<file path="src/rtl/mac_mul_block_pipe.sv">
// ----------------------------------------------------------------------------
// mac_mul_block_pipe
//
// Pipelined per-column MAC multiply block. One shared B operand is multiplied
// against LANES unsigned A lanes. The lane products are then combined according
// to cfg (single / dual / quad). The result is delivered through a
// PIPE_STAGES-deep valid/ready pipeline to the accumulator stage.
//
// Pipeline shape:
//   stage 1 .. PIPE_STAGES-1 : lane products + cfg + valid (stage 1 computes the products)
//   final stage (C)          : combined result + out_valid
// With PIPE_STAGES == 1 the products and the combine are both evaluated from the
// input, and the result is registered straight into C.
//
// Ports:
//   clk        rising-edge clock
//   rst        synchronous, active-low reset
//   en         pipeline enable; 0 freezes every register
//   cfg        `MAC_SINGLE / `MAC_DUAL / `MAC_QUAD; 2'b11 reserved (result 0)
//   A          LANES lanes, lane i at A[i*W +: W], unsigned
//   B          shared multiplicand, unsigned
//   in_valid   input beat present
//   in_ready   beat accepted this cycle (combinational)
//   C          combined product, registered, (LANES+1)*W bits
//   out_valid  C holds a valid result
//   out_ready  downstream takes C this cycle
//   op_count   saturating count of completed output transfers
//              (present only when MAC_MUL_CNT_EN is defined)
//
// Build option:
//   MAC_MUL_CNT_EN  adds the op_count port and its counter. When the macro is
//                   not defined, the datapath and the handshake are unchanged.
//
// Parameters: LANES must be >= 2. PIPE_STAGES must be in the range 1..4.
// ----------------------------------------------------------------------------

`ifndef MAC_MIN_WIDTH
`define MAC_MIN_WIDTH 8
`endif
`ifndef MAC_SINGLE
`define MAC_SINGLE 2'b00
`endif
`ifndef MAC_DUAL
`define MAC_DUAL 2'b01
`endif
`ifndef MAC_QUAD
`define MAC_QUAD 2'b10
`endif

module mac_mul_block_pipe #(
    parameter int unsigned MIN_WIDTH   = `MAC_MIN_WIDTH,
    parameter int unsigned LANES       = 4,
    parameter int unsigned PIPE_STAGES = 2
) (
    input  logic                             clk,
    input  logic                             rst,
    input  logic                             en,
    input  logic [1:0]                       cfg,
    input  logic [LANES*MIN_WIDTH-1:0]       A,
    input  logic [MIN_WIDTH-1:0]             B,
    input  logic                             in_valid,
    output logic                             in_ready,
    output logic [(LANES+1)*MIN_WIDTH-1:0]   C,
    output logic                             out_valid,
    input  logic                             out_ready
`ifdef MAC_MUL_CNT_EN
    ,
    output logic [15:0]                      op_count
`endif
);

    localparam int unsigned W      = MIN_WIDTH;
    localparam int unsigned PW     = 2 * MIN_WIDTH;
    localparam int unsigned CW     = (LANES + 1) * MIN_WIDTH;
    localparam int unsigned NumMid = PIPE_STAGES - 1;

    // ------------------------------------------------------------------------
    // Handshake: the whole pipe moves as one unit, so a single advance term
    // gates every register.
    // ------------------------------------------------------------------------
    logic adv;
    logic out_valid_q, out_valid_d;
    logic [CW-1:0] c_q, c_d;

    assign adv       = en & (~out_valid_q | out_ready);
    assign in_ready  = adv;
    assign out_valid = out_valid_q;
    assign C         = c_q;

    // ------------------------------------------------------------------------
    // Lane products (stage-1 logic)
    // ------------------------------------------------------------------------
    logic [PW-1:0] prod_in [LANES];

    always_comb begin
        for (int unsigned i = 0; i < LANES; i++) begin
            prod_in[i] = PW'(A[i*W +: W]) * PW'(B);
        end
    end

    // Signals that feed the combine in the final stage.
    logic [PW-1:0] fin_prod [LANES];
    logic [1:0]    fin_cfg;
    logic          fin_vld;

    if (NumMid == 0) begin : g_direct
        // Single stage: the combine sees the products of the current input.
        always_comb begin
            fin_prod = prod_in;
            fin_cfg  = cfg;
            fin_vld  = in_valid;
        end
    end else begin : g_stages
        logic [PW-1:0] mid_prod_q [NumMid][LANES];
        logic [PW-1:0] mid_prod_d [NumMid][LANES];
        logic [1:0]    mid_cfg_q  [NumMid];
        logic [1:0]    mid_cfg_d  [NumMid];
        logic          mid_vld_q  [NumMid];
        logic          mid_vld_d  [NumMid];

        always_comb begin
            mid_prod_d = mid_prod_q;
            mid_cfg_d  = mid_cfg_q;
            mid_vld_d  = mid_vld_q;
            if (adv) begin
                // cfg is captured with its beat, so later cfg changes affect
                // only later beats.
                mid_prod_d[0] = prod_in;
                mid_cfg_d[0]  = cfg;
                mid_vld_d[0]  = in_valid;
                for (int unsigned s = 1; s < NumMid; s++) begin
                    mid_prod_d[s] = mid_prod_q[s-1];
                    mid_cfg_d[s]  = mid_cfg_q[s-1];
                    mid_vld_d[s]  = mid_vld_q[s-1];
                end
            end
        end

        // Only the valid bits need a reset. Data behind a bubble is never used.
        always_ff @(posedge clk) begin
            if (!rst) begin
                for (int unsigned s = 0; s < NumMid; s++) begin
                    mid_vld_q[s] <= 1'b0;
                end
            end else begin
                mid_vld_q <= mid_vld_d;
            end
        end

        always_ff @(posedge clk) begin
            mid_prod_q <= mid_prod_d;
            mid_cfg_q  <= mid_cfg_d;
        end

        always_comb begin
            fin_prod = mid_prod_q[NumMid-1];
            fin_cfg  = mid_cfg_q[NumMid-1];
            fin_vld  = mid_vld_q[NumMid-1];
        end
    end

    // ------------------------------------------------------------------------
    // Combine (final stage). The (LANES+1)*W width holds the largest quad sum,
    // so no carry is ever dropped.
    // ------------------------------------------------------------------------
    logic [CW-1:0] comb_c;

    always_comb begin
        comb_c = '0;
        case (fin_cfg)
            `MAC_SINGLE: comb_c = CW'(fin_prod[LANES-1]);
            `MAC_DUAL:   comb_c = CW'(fin_prod[LANES-2]) + (CW'(fin_prod[LANES-1]) << W);
            `MAC_QUAD: begin
                for (int unsigned i = 0; i < LANES; i++) begin
                    comb_c = comb_c + (CW'(fin_prod[i]) << (i * W));
                end
            end
            default:     comb_c = '0;  // reserved cfg: the beat still completes, with value 0
        endcase
    end

    always_comb begin
        out_valid_d = out_valid_q;
        c_d         = c_q;
        if (adv) begin
            out_valid_d = fin_vld;
            // A bubble leaves the last result in C. Only out_valid drops.
            if (fin_vld) begin
                c_d = comb_c;
            end
        end
    end

    always_ff @(posedge clk) begin
        if (!rst) begin
            out_valid_q <= 1'b0;
            c_q         <= '0;
        end else begin
            out_valid_q <= out_valid_d;
            c_q         <= c_d;
        end
    end

    // ------------------------------------------------------------------------
    // Optional completed-operation counter
    // ------------------------------------------------------------------------
`ifdef MAC_MUL_CNT_EN
    logic [15:0] op_count_q, op_count_d;

    always_comb begin
        op_count_d = op_count_q;
        // A transfer only happens while enabled. en=0 freezes the count even
        // when out_valid and out_ready are both high.
        if (en && out_valid_q && out_ready && (op_count_q != 16'hFFFF)) begin
            op_count_d = op_count_q + 16'd1;
        end
    end

    always_ff @(posedge clk) begin
        if (!rst) begin
            op_count_q <= 16'd0;
        end else begin
            op_count_q <= op_count_d;
        end
    end

    assign op_count = op_count_q;
`endif

endmodule

</file>
<file path="config.mk">
export PLATFORM = sky130hd
export DESIGN_NAME = mac_mul_block_pipe
export DESIGN_NICKNAME = d
export VERILOG_FILES = /design/src/rtl/mac_mul_block_pipe.sv
export SDC_FILE = /design/constraint.sdc
export NUM_CORES = 1
export LEC_CHECK = 0
export BUFFER_PORTS_ARGS = -buffer_cell sky130_fd_sc_hd__clkbuf_2
export CAP_MARGIN = 20
export CORE_MARGIN = 2
export CORE_UTILIZATION = 60
export DETAILED_ROUTE_END_ITERATION = 6
export HOLD_SLACK_MARGIN = 0.12
export PLACE_DENSITY = 0.79
export SYNTH_ARGS = -nofsm -noshare
export SYNTH_HDL_FRONTEND = slang
export SYNTH_SLANG_ARGS = --single-unit
export TNS_END_PERCENT = 30
</file>
<file path="constraint.sdc">
create_clock -name clk -period 6.6 [get_ports clk]
set_input_delay 0.66 -clock clk [delete_from_list [all_inputs] [get_ports clk]]
set_output_delay 0.66 -clock clk [all_outputs]
set_load 0.02 [all_outputs]
</file>
==> summary.json <==
{
  "synth.yosys.warnings": 0,
  "critical_path.endpoint_type": "flip-flop",
  "power_per_cell_area_nw_per_um2": 333,
  "worst_slew_pin_slew_ps": 969,
  "drc": 0,
  "synth_cell_types": 56,
  "cell_count_after_synthesis": 1474,
  "crit_path_top_delay_cell": "sky130_fd_sc_hd__fa_1",
  "synthesis.area_um2": 13800,
  "final-hold-violation-count": 0,
  "setup_viol": 0,
  "num_io_pins": 89,
  "maxSlewHeadroom_pct": 35.4,
  "grt_remaining_overflow": 0,
  "fillerInstances": 1843,
  "vias_in_the_first_global_route": 10300,
  "h-tree-depth": 3,
  "outcome": "complete, no violations",
  "hold_path.class": "reg2reg",
  "grt_antenna_before_repair": 0,
  "tns_ps": 0,
  "hold-worst-slack_ps": 452,
  "synth-seq-cells": 108,
  "p_total_w": 0.00489,
  "cp_num_buf_inv": 4,
  "timing.fmax_ghz": 0.207,
  "ys_dominant_reg_cell": "sky130_fd_sc_hd__edfxtp_1",
  "crit_path_cell_trace": "clkbuf_2 > and2_1 > fa_1 > fa_1 > fa_1 > inv_1 > fa_1 > inv_1 > ha_1 > nor2_1 > inv_1 > a21oi_1 > a21oi_1 > a41oi_1 > nor2b_1 > xnor2_1",
  "cts.root.buffer_cell": "sky130_fd_sc_hd__clkbuf_16",
  "antennaDiodeCount": 0,
  "ff2ff_setup_slack_ps": 3630,
  "routed_via_density": 5.70,
  "hold_path_startpoint": "C[35]",
  "area_delta_synth_final_pct": 6.58,
  "maximum_number_of_pins_on_one_net_before_global_route_repair": 69,
  "synth_xor_area_share_pct": 5.40,
  "synth_seq_area_share_pct": 20.5,
  "final_period_minus_worst_setup_slack_ps": 4840,
  "compound_cell_area_share_of_the_yosys_netlist_pct": 11.0,
  "async_reset_ff_share_pct": 0,
  "synthTopCellsByArea": "sky130_fd_sc_hd__fa_1 (21%), sky130_fd_sc_hd__ha_1 (15%), sky130_fd_sc_hd__edfxtp_1 (14%), sky130_fd_sc_hd__and2_1 (9.2%), sky130_fd_sc_hd__dfxtp_1 (6.1%)",
  "yosys.area_share.adder_pct": 36.4,
  "drt-pass1-iter-count": 5,
  "clock-skew-final_ps": 14.4,
  "final_critical_path_share_of_the_clock_period_pct": 73.3,
  "max-cap-violations": 0,
  "unrepaired_setup_endpoints_after_global_routing": "no",
  "cts_post_setup_buffers_inserted": 0,
  "timing.reg2reg.worst_path_depth": 9,
  "die_area_um2": 24200,
  "drt_first_iter_violations": 554,
  "final_nets": 1884,
  "synth_fp_nets": 1835,
  "gr-usage-all-layers_pct": 25.9,
  "vdd_drop_max_uv": 183,
  "worst-endpoint-arrival_ps": 4950,
  "leakage_power_figure_nw": 7.31,
  "timing.critical_path.slowest_cell_delay_ps": 540,
  "main_combinational_cell_family_by_area_after_synthesis": "adder cells",
  "drive_above_1_share_pct": 7.33,
  "synth_mux_area_share_pct": 1.23,
  "synth-edff-count": 66,
  "worst_hold_path_cells": 2,
  "grt_pass1_wl_um": 50300,
  "io_buffers": 88,
  "fp.dieH_um": 156,
  "dp_hpwl_um": 24600,
  "globalplace.congestion": 0.888,
  "insertion_delay_ps": 360,
  "initial_core_util_pct": 61.1,
  "via_count": 10300,
  "postRouteWirelength_um": 30700,
  "worst_r2r_endpoint": "C[34]",
  "max-clock-path-buffers": 2,
  "critical_path.top_delay_family": "adder cells",
  "yosys-top-cells-count": "sky130_fd_sc_hd__inv_1 (221), sky130_fd_sc_hd__and2_1 (203), sky130_fd_sc_hd__ha_1 (168)",
  "most_common_cell_in_the_synthesized_netlist": "sky130_fd_sc_hd__inv_1",
  "cts_tree": "done",
  "avgSynthCellArea_um2": 9.36,
  "cts_num_sinks": 108,
  "hold_end": "C[35]",
  "yosys.area.top_type_share_pct": 21.2,
  "fp.coreArea_um2": 22600,
  "crit-reg2reg-launch": "fin_prod[56]",
  "worstSetupPathType": "in2reg",
  "cp-start-kind": "input port",
  "placement_rows": 55,
  "cts_resized": 0,
  "maxSlewViolCount": 0,
  "route.antenna.remaining_nets": 0,
  "timing.critical_path.required_ps": 6710,
  "critical-path-top-cell-by-count": "sky130_fd_sc_hd__fa_1",
  "crit_fanout": 32,
  "fp.dieW_um": 156,
  "yosysTopAreaCell": "sky130_fd_sc_hd__fa_1",
  "routedWlPerCell_um": 17.0,
  "synth-simple-area-share_pct": 18.0,
  "cts.hold.buffers_added": 0,
  "clk_transition_reported_paths_ps": 80,
  "clock_buffers_created_by_tritoncts": 9
}
-- per-stage QoR --
step / instance area [µm²] / setup slack (ps) / cells / util, %
finish: 14700 / 1760 / 1812 / 65.1
global route: 14700 / 1520 / 1812 / 65.1
CTS: 14700 / 1790 / 1812 / 65.1
detailed placement: 14400 / 1380 / 1797 / 63.9
global placement: 14400 / 1540 / 1797 / 63.9
floorplan: 13800 / 942 / 1474 / -
-- area by class of cell --
cell class	count	area, µm²	share of cell area [%]
repair buffers	92	470	3.20
clock buffers	10	250	1.70
inverters	221	830	5.64
clock inverters	5	26.3	0.179
well taps	285	357	2.43
multi-input cells	1091	9940	67.6
flip-flops and latches	108	2820	19.2
-- power breakdown --
part	internal [W]	switching, W
clock	0.000275	0.000240
sequential	0.000989	0.000145
combinational	0.00137	0.00188
-- worst reg2reg max path, cell delays in order (launching register included) --
cell and delay [ps]:
sky130_fd_sc_hd__edfxtp_1 440, sky130_fd_sc_hd__ha_1 250, sky130_fd_sc_hd__fa_1 420, sky130_fd_sc_hd__a21o_1 230, sky130_fd_sc_hd__a211o_1 290, sky130_fd_sc_hd__a211o_1 360, sky130_fd_sc_hd__a21o_1 250, sky130_fd_sc_hd__a41oi_2 360
sky130_fd_sc_hd__mux2i_1 220, sky130_fd_sc_hd__nand2_1 60
-- flip-flops by register name (all words and copies together) (netlist names) --
| register | flops |
|---|---|
| C | 40 |
| fin_cfg | 2 |
| fin_prod | 64 |
| fin_vld | 1 |
| out_valid | 1 |
-- worst max-delay path by stage --
stage                   endpoint  depth (start not counted)  slack (ps)      start
floorplan                  C[16]                          7         940  out_ready
global placement    fin_prod[62]                         13        1540       B[7]
detailed placement  fin_prod[29]                         16        1380       B[6]
CTS                 fin_prod[29]                         16        1790       B[6]
global route        fin_prod[62]                         13        1520       B[7]
finish              fin_prod[29]                         16        1760       B[7]
-- layer usage --
metal	part of all wire (%)	GRT usage, %	vias to the layer above
li1	-	-	4945
met1	45	35.7	5037
met2	47	43.6	303
met3	5.3	2.83	52
met4	2.2	7.30	0
met5	0	0	-
-- kinds of logic (layout without fill, tap and decap cells) --
group / count (synthesis) / count (layout)
multiplexers: 17 / 17
AND/OR/NAND/NOR: 456 / 456
flip-flops: 108 / 108
buffers and inverters: 275 / 328
AO/OA/AOI/OAI: 219 / 219
XOR/XNOR: 85 / 85
adder cells (fa/ha/maj): 314 / 314
-- placed cells by master, fill, tap and decap left out, drive strengths merged, types with 11 or more instances in the layout --
cell type / instances
xor2: 17
a21o: 25
mux2i: 17
o21ai: 39
nor3: 17
nand2: 112
o211a: 16
and2: 204
nor2: 31
o211ai: 22
edfxtp: 66
or3: 13
fa: 146
inv: 225
xnor2: 68
clkbuf: 98
o21a: 11
dfxtp: 42
nand3: 21
a21oi: 53
nor2b: 19
ha: 168
Power figures use the tool's default switching activity.
